### src/rtl/display_pkg.sv
// Shared segment constants and the nibble-to-segment mapping for the hex display.
// Patterns are active-high with bit 0 = segment a through bit 6 = segment g.
package display_pkg;

    localparam logic [6:0] SEG_0   = 7'h3F;
    localparam logic [6:0] SEG_1   = 7'h06;
    localparam logic [6:0] SEG_2   = 7'h5B;
    localparam logic [6:0] SEG_3   = 7'h4F;
    localparam logic [6:0] SEG_4   = 7'h66;
    localparam logic [6:0] SEG_5   = 7'h6D;
    localparam logic [6:0] SEG_6   = 7'h7D;
    localparam logic [6:0] SEG_7   = 7'h07;
    localparam logic [6:0] SEG_8   = 7'h7F;
    localparam logic [6:0] SEG_9   = 7'h6F;
    localparam logic [6:0] SEG_A   = 7'h77;
    localparam logic [6:0] SEG_B   = 7'h7C;
    localparam logic [6:0] SEG_C   = 7'h39;
    localparam logic [6:0] SEG_D   = 7'h5E;
    localparam logic [6:0] SEG_E   = 7'h79;
    localparam logic [6:0] SEG_F   = 7'h71;
    localparam logic [6:0] SEG_OFF = 7'h00;

    function automatic logic [6:0] hex_to_seg(input logic [3:0] nibble);
        logic [6:0] s;
        case (nibble)
            4'h0:    s = SEG_0;
            4'h1:    s = SEG_1;
            4'h2:    s = SEG_2;
            4'h3:    s = SEG_3;
            4'h4:    s = SEG_4;
            4'h5:    s = SEG_5;
            4'h6:    s = SEG_6;
            4'h7:    s = SEG_7;
            4'h8:    s = SEG_8;
            4'h9:    s = SEG_9;
            4'hA:    s = SEG_A;
            4'hB:    s = SEG_B;
            4'hC:    s = SEG_C;
            4'hD:    s = SEG_D;
            4'hE:    s = SEG_E;
            default: s = SEG_F;
        endcase
        return s;
    endfunction

endpackage

### src/rtl/hex7seg_enc.sv
// Combinational hex nibble to active-high a-g segment encoder.
module hex7seg_enc
    import display_pkg::*;
(
    input  logic [3:0] nib_i,
    output logic [6:0] seg_o
);

    assign seg_o = hex_to_seg(nib_i);

endmodule

### src/rtl/display_hex_scan.sv
// Time-multiplexed 7-segment hex display driver with frame-aligned value updates,
// leading-zero blanking and per-digit decimal points.
module display_hex_scan
    import display_pkg::*;
#(
    parameter int N_DIGITS   = 4,
    parameter int SCAN_DIV   = 50000,
    parameter bit ACTIVE_LOW = 1'b1
) (
    input  logic                  clk,
    input  logic                  rst,
    input  logic [4*N_DIGITS-1:0] value_i,
    input  logic [N_DIGITS-1:0]   dp_i,
    input  logic                  load,
    input  logic                  blank_lz,
    output logic                  ack,
    output logic [6:0]            seg,
    output logic                  dp,
    output logic [N_DIGITS-1:0]   an
);

    localparam int IDX_W = $clog2(N_DIGITS);
    localparam int PS_W  = $clog2(SCAN_DIV);
    localparam int VAL_W = 4 * N_DIGITS;
    localparam logic [IDX_W-1:0] LAST_IDX = IDX_W'(N_DIGITS - 1);
    localparam logic [PS_W-1:0]  LAST_PS  = PS_W'(SCAN_DIV - 1);

    logic [PS_W-1:0]     ps_q, ps_d;
    logic [IDX_W-1:0]    idx_q, idx_d;
    logic [VAL_W-1:0]    stage_val_q, stage_val_d;
    logic [N_DIGITS-1:0] stage_dp_q, stage_dp_d;
    logic [VAL_W-1:0]    shadow_val_q, shadow_val_d;
    logic [N_DIGITS-1:0] shadow_dp_q, shadow_dp_d;
    logic                pending_q, pending_d;
    logic                ack_q, ack_d;
    logic [6:0]          seg_q, seg_d;
    logic                dp_q, dp_d;
    logic [N_DIGITS-1:0] an_q, an_d;

    logic                tick;
    logic                frame_end;
    logic [3:0]          nib_arr [N_DIGITS];
    logic [N_DIGITS-1:0] lz_vec;
    logic [3:0]          nib;
    logic [6:0]          seg_hex;
    logic                blank;
    logic [6:0]          seg_act;
    logic [N_DIGITS-1:0] an_act;

    // lz_vec[k] is set when nibble k and every nibble above it are zero.
    generate
        for (genvar gi = 0; gi < N_DIGITS; gi++) begin : g_digit
            assign nib_arr[gi] = shadow_val_q[4*gi +: 4];
            assign lz_vec[gi]  = (shadow_val_q[VAL_W-1:4*gi] == '0);
        end
    endgenerate

    assign tick      = (ps_q == LAST_PS);
    assign frame_end = tick && (idx_q == LAST_IDX);
    assign nib       = nib_arr[idx_q];
    assign blank     = blank_lz && (idx_q != '0) && lz_vec[idx_q];

    hex7seg_enc u_enc (
        .nib_i (nib),
        .seg_o (seg_hex)
    );

    always_comb begin
        ps_d         = tick ? '0 : ps_q + PS_W'(1);
        idx_d        = idx_q;
        stage_val_d  = stage_val_q;
        stage_dp_d   = stage_dp_q;
        shadow_val_d = shadow_val_q;
        shadow_dp_d  = shadow_dp_q;
        pending_d    = pending_q;

        if (tick) begin
            idx_d = (idx_q == LAST_IDX) ? '0 : idx_q + IDX_W'(1);
        end

        if (load) begin
            stage_val_d = value_i;
            stage_dp_d  = dp_i;
        end

        // A load landing exactly on the frame boundary bypasses staging.
        if (frame_end) begin
            pending_d = 1'b0;
            if (load) begin
                shadow_val_d = value_i;
                shadow_dp_d  = dp_i;
            end else if (pending_q) begin
                shadow_val_d = stage_val_q;
                shadow_dp_d  = stage_dp_q;
            end
        end else if (load) begin
            pending_d = 1'b1;
        end

        ack_d = frame_end && (load || pending_q);

        // The slot after each tick is left dark to hide segment changeover ghosts.
        seg_act = blank ? SEG_OFF : seg_hex;
        an_act  = tick ? '0 : (N_DIGITS'(1) << idx_q);

        seg_d = seg_act ^ {7{ACTIVE_LOW}};
        dp_d  = shadow_dp_q[idx_q] ^ ACTIVE_LOW;
        an_d  = an_act ^ {N_DIGITS{ACTIVE_LOW}};
    end

    always_ff @(posedge clk) begin
        if (rst) begin
            ps_q         <= '0;
            idx_q        <= '0;
            stage_val_q  <= '0;
            stage_dp_q   <= '0;
            shadow_val_q <= '0;
            shadow_dp_q  <= '0;
            pending_q    <= 1'b0;
            ack_q        <= 1'b0;
            seg_q        <= {7{ACTIVE_LOW}};
            dp_q         <= ACTIVE_LOW;
            an_q         <= {N_DIGITS{ACTIVE_LOW}};
        end else begin
            ps_q         <= ps_d;
            idx_q        <= idx_d;
            stage_val_q  <= stage_val_d;
            stage_dp_q   <= stage_dp_d;
            shadow_val_q <= shadow_val_d;
            shadow_dp_q  <= shadow_dp_d;
            pending_q    <= pending_d;
            ack_q        <= ack_d;
            seg_q        <= seg_d;
            dp_q         <= dp_d;
            an_q         <= an_d;
        end
    end

    assign ack = ack_q;
    assign seg = seg_q;
    assign dp  = dp_q;
    assign an  = an_q;

endmodule

### config.mk
export PLATFORM = sky130hd
export DESIGN_NAME = display_hex_scan
export DESIGN_NICKNAME = d
export VERILOG_FILES = /design/src/rtl/display_pkg.sv /design/src/rtl/hex7seg_enc.sv /design/src/rtl/display_hex_scan.sv
export SDC_FILE = /design/constraint.sdc
export NUM_CORES = 1
export LEC_CHECK = 0
export CAP_MARGIN = 20
export CORE_AREA = 4 4 96 98
export DETAILED_ROUTE_END_ITERATION = 10
export DIE_AREA = 0 0 100 102
export PLACE_DENSITY = 0.63
export SYNTH_ARGS = -nofsm -noshare
export SYNTH_HDL_FRONTEND = slang
export SYNTH_HIERARCHICAL = 1
export SYNTH_SLANG_ARGS = --single-unit
### constraint.sdc
create_clock -name clk -period 2.7 [get_ports clk]
set_clock_uncertainty 0.1 [all_clocks]
set_input_delay 0.405 -clock clk [delete_from_list [all_inputs] [get_ports clk]]
set_output_delay 0.405 -clock clk [all_outputs]
set_load 0.1 [all_outputs]
# Word-level counts from Yosys, hierarchy flattened
# Memories as Yosys holds them, arrays and structs flattened.
# Index checks and enable logic that the tools add are counted.
# op_classes
addsub	2
order_cmp	2
n_eq_ne	2
n_shift	1
n_mux	14
bitwise	4
n_reduce_logical	14
# ops
op	count
two-way mux 16 bit	2
two-way mux 4 bit	5
adder 16 x 1 -> 16 bit, second input constant	1
== test 16 bit, second input constant	1
zero test 16 bit	1
zero test 12 bit	1
binary-select mux 4 bit (select 2 bit)	1
zero test 8 bit	1
two-way mux 7 bit	1
inverter 7 bit	1
binary-select mux 1 bit (select 2 bit)	2
logical AND 1 bit	4
zero test 4 bit	1
inverter 4 bit	1
nonzero test 2 bit	2
OR reduction 2 bit	2
left shift 1 x 2 -> 4 bit, first input constant	1
greater-or-equal comparator 3 bit, second input constant	1
< comparator 2 x 3 -> 1 bit, second input constant	1
inverter 2 -> 3 bit	1
adder 2 x 1 -> 2 bit, second input constant	1
== test 2 bit, second input constant	1
two-way mux 1 bit	2
two-way mux 2 bit	1
3 further kinds	3
# totals
regBits	72
rom_bits	112
input_bits	24
out_inout_bits	13
mem_count	1
# memory_table
memory	depth	width	rd	rd_clocked_by_memory_dff	wr	line	source
(no name shown)	16	7	1	0	0	display_pkg.sv:25	case (nibble)

# Longest topological paths before layout
# An unclocked memory read counts as a cell.
# depth
word_depth	7
depth_mapped	7

# By module
# The synthesis kept the hierarchy.
# modules_own_cells
module	instances	cells_per_inst	area_each_um2
display_hex_scan	1	271	2907.8
hex7seg_enc	1	33	287.8

# Worst setup path before layout
# No wires, ideal clock.
# synth_path
kind	register to register
from	register idx_q[0]
to	register seg_q[3] (netlist: seg[3])
setup_time_ns	0.063
arrival_ns	2.061
t_required_ns	2.537
slack_ns	0.476
path_stages_with_launch	8
n_path_buf	1
synth_period_minus_slack_ns	2.224
cell_sequence	dfxtp_1 buf_2 mux4_2 inv_1 ha_1 inv_1 mux4_1 nand3b_1
# synth_via
elab_chain_cells	7
word_cells_on_any_way	12
# synth_rtl
element	line	source
start: declaration	display_hex_scan.sv:29	logic [IDX_W-1:0] idx_q, idx_d;
start signal: assignment	display_hex_scan.sv:126	idx_q <= idx_d;
inverter 2 -> 3 bit (not written as such)	display_hex_scan.sv:60	assign nib = nib_arr[idx_q];
binary-select mux 4 bit (select 2 bit)	display_hex_scan.sv:60	
two-way mux 4 bit (not written as such) (2 in series)	display_hex_scan.sv:60	
net nib[1]	display_hex_scan.sv:44	logic [3:0] nib;
memory read (16 x 7 bit)	-	
net seg_hex[3]	display_hex_scan.sv:45	logic [6:0] seg_hex;
two-way mux 7 bit	display_hex_scan.sv:103	seg_act = blank ? SEG_OFF : seg_hex;
inverter 7 bit (no source line)	-	
end signal: assignment	display_hex_scan.sv:121	seg_q <= {7{ACTIVE_LOW}};
end signal: assignment	display_hex_scan.sv:133	seg_q <= seg_d;
end: declaration	display_hex_scan.sv:36	logic [6:0] seg_q, seg_d;
# The timed path passes the listed nets, and every way through them passes these cells. The select of a mux whose other input is x is not followed.
# A chain may end at the register's enable or synchronous reset.

# Worst setup path after layout
# layout_path
from	register idx_q[1]
to	register seg_q[3] (netlist: seg[3])
# Same word-level chain as after synthesis.

==> impl_results.md <==
* CORE AREA at 8470 µm²
* Post-CTS Setup Bufs at 0
* Pre-CTS WS at 0.547 ns
* Post-synthesis sequential area ratio at 0.451
* DIE AREA at 10200 µm²
* # clock sinks at 72
* Seq cells post-synth at 72
* R2R Setup Slk at 0.53 ns
* Initial antenna violation count at 0
* Post-route minimum period at 2.17 ns
* GPL Wtd Cong at 0.790
* Cells after DPL at 437
* LEAKAGE at 1.48 nW
* Hold buffer count at CTS at 0
* # DRC at 0
* Total power at 2.10 mW
* Area Growth Syn to Fin at 18.9%
* Root Driver: clkbuf_8
* Post-Syn Area per Cell at 10.5 µm²
* Met3 wire len at 224 µm
* Layout cell share with drive strength beyond 1 at 0.191
* CP required at 2.88 ns
* Fillcell total at 802
* Worst setup SP type: flip-flop
* First-pass GRT wire length at 10.0 mm
* Post-Syn Nets at 340
* Commonest cells after routing, fill and taps aside: dfxtp_1 (72), nor2_1 (40), mux2i_1 (23)
* Hold path start: rst
* Port bufs at 36
* # setup viols final at 0
* Met1 WL at 2.88 mm
* R2R Path End: seg[3]$_SDFF_PP1_
* Largest net degree at the start of global routing at 42
* Largest area contributor in the netlist: dfxtp_1
* Total CTS buffers at 9
* CP Max Fanout at 10
* Detailed placer's ending HPWL at 4.17 mm
* N_diodes at 0
* Worst EP arrival at 2.35 ns
* Hold Worst Slack at 0.300 ns
* Htree depth at 3
* Die W at 100 µm
* Detailed-router iteration count before antenna repair at 4
* RSZ-0062 raised after global routing: false
* Grt ovf at 0
* Starting Density at 0.377
* Status: finished clean
* Die height at 102 µm
* Design Area, Final at 3800 µm²
* Initial drt markers at 57
* Antenna viol nets, final at 0
* Final setup TNS at 0 ns
* Maximum VDD drop at 264 µV
* WL/cell at 12.9 µm
* Synth top area cells: dfxtp_1 (45%), mux2_2 (7.4%), mux2i_1 (7.2%), ha_1 (4.7%), nor2_1 (4.7%)
* Commonest non-fill, non-tap cell in the layout: dfxtp_1
* R2R depth at 6
* Unique masters post-synth at 36
* Final net count at 376
* Clk buf depth at 2
* CTS tree: built
* Clk slew on worst S/H paths at 0.08 ns
* Setup crit end kind: flip-flop
* Number of synthesized flops with an enable pin at 0
* Syn Inst Count at 304
* Final wirelength at 5.85 mm
* WHS Endpoint: ps_q[2]$_SDFF_PP0_
* WS Path Type: reg2reg
* Fmax at 460 MHz
* Top cell type's share of synthesized area at 0.451
* Maximum Capacitance Violations at 0
* Rel. slew slack at 0.646
* Fin util at 0.449
* Rows at 34
* Vias in the first global route at 2091
* Post-route insts no fill at 453
* Period utilization at 0.805
* Hold Path Class: in2reg
* Ys async rst share at 0
* Reg2Reg Launch Point: idx_q[1]$_SDFFE_PP0P_
* Via Count at 2153
* Netlist Area Pre-Place at 3200 µm²
* Worst Max-Slew Pin Slew at 0.532 ns
* Hold Vio Cnt, Final at 0
* I/O pin total at 37
* Worst skew pair latency at 0.34 ns
* Placed Area at 3600 µm²
* Top Layer Used: met4
* Via-to-Cell Ratio at 4.75
* Post_cts resized at 0
* Slew Limit Fails at 0
* Min-Delay Path Depth at 2
* Power per Cell Area at 552 nW/µm²
* Ys Warns at 6
* Fin worst setup slack at 0.527 ns
* Met2 routed WL at 2.65 mm
* Main synth FF type: dfxtp_1
* GRT Util Overall at 0.123
## final cells by class
| cell class | count | area [µm²] | area share |
|---|---|---|---|
| Inverter | 11 | 41.3 | 0.0109 |
| Clock inverter | 5 | 56.3 | 0.0148 |
| Multi-Input combinational cell | 205 | 1620 | 0.427 |
| Tap cell | 108 | 135 | 0.0356 |
| Timing Repair Buffer | 41 | 360 | 0.0948 |
| Clock buffer | 11 | 141 | 0.0372 |
| Sequential cell | 72 | 1440 | 0.379 |
## per-layer routing
metal | track usage | vias to the layer above
li1 | - | 1108
met1 | 0.167 | 999
met2 | 0.191 | 37
met3 | 0.0287 | 9
met4 | 0.0466 | 0
met5 | 0 | -
## state kept, by name, summed over array words and instances, names as in the netlist, 2 cells and up
signal        count
shadow_val_q     16
idx_q             2
stage_dp_q        4
shadow_dp_q       4
seg               7
stage_val_q      16
an                4
ps_q             16
## cell families after synthesis
logic type,after synthesis,synth area share
adder cells (fa/ha/maj),12,0.0470
flip-flops,72,0.451
XOR/XNOR,14,0.0384
AO/OA/AOI/OAI,11,0.0227
AND/OR/NAND/NOR,116,0.204
multiplexers,52,0.197
buffers and inverters,27,0.0407
## worst max-delay path, cell delays in order, from the launching register on
cell      delay (ns)
dfxtp_1         0.56
mux4_2          0.44
inv_1           0.15
ha_1            0.26
inv_1           0.05
mux4_1          0.48
nand3b_1        0.10
## synthesized netlist by cell type, types with 5 or more instances
| master | instances |
|---|---|
| a21oi_1 | 5 |
| buf_2 | 5 |
| clkbuf_1 | 8 |
| dfxtp_1 | 72 |
| ha_1 | 12 |
| inv_1 | 11 |
| mux2_2 | 21 |
| mux2i_1 | 23 |
| mux4_2 | 5 |
| nand2_1 | 8 |
| nand3_1 | 6 |
| nand3b_1 | 9 |
| nor2_1 | 40 |
| nor2b_1 | 22 |
| nor3_1 | 8 |
| nor4_1 | 8 |
| xnor2_1 | 12 |
## how the worst max path moves through the flow
| stage | from | endpoint | depth (start not counted) |
|---|---|---|---|
| after floorplan | idx_q[0]$_SDFFE_PP0P_ | seg[3]$_SDFF_PP1_ | 7 |
| after global placement | idx_q[0]$_SDFFE_PP0P_ | seg[3]$_SDFF_PP1_ | 6 |
| after detailed placement | idx_q[1]$_SDFFE_PP0P_ | seg[3]$_SDFF_PP1_ | 6 |
| after CTS | idx_q[0]$_SDFFE_PP0P_ | seg[3]$_SDFF_PP1_ | 6 |
| after global routing | idx_q[0]$_SDFFE_PP0P_ | seg[3]$_SDFF_PP1_ | 6 |
| final | idx_q[1]$_SDFFE_PP0P_ | seg[3]$_SDFF_PP1_ | 6 |
## where the power goes
part           switching [mW]  internal, mW
Clock                   0.398         0.451
Sequential            0.00972          1.09
Combinational          0.0889        0.0621
Total                   0.497          1.60
No activity file was read; power rests on OpenSTA's default activity.
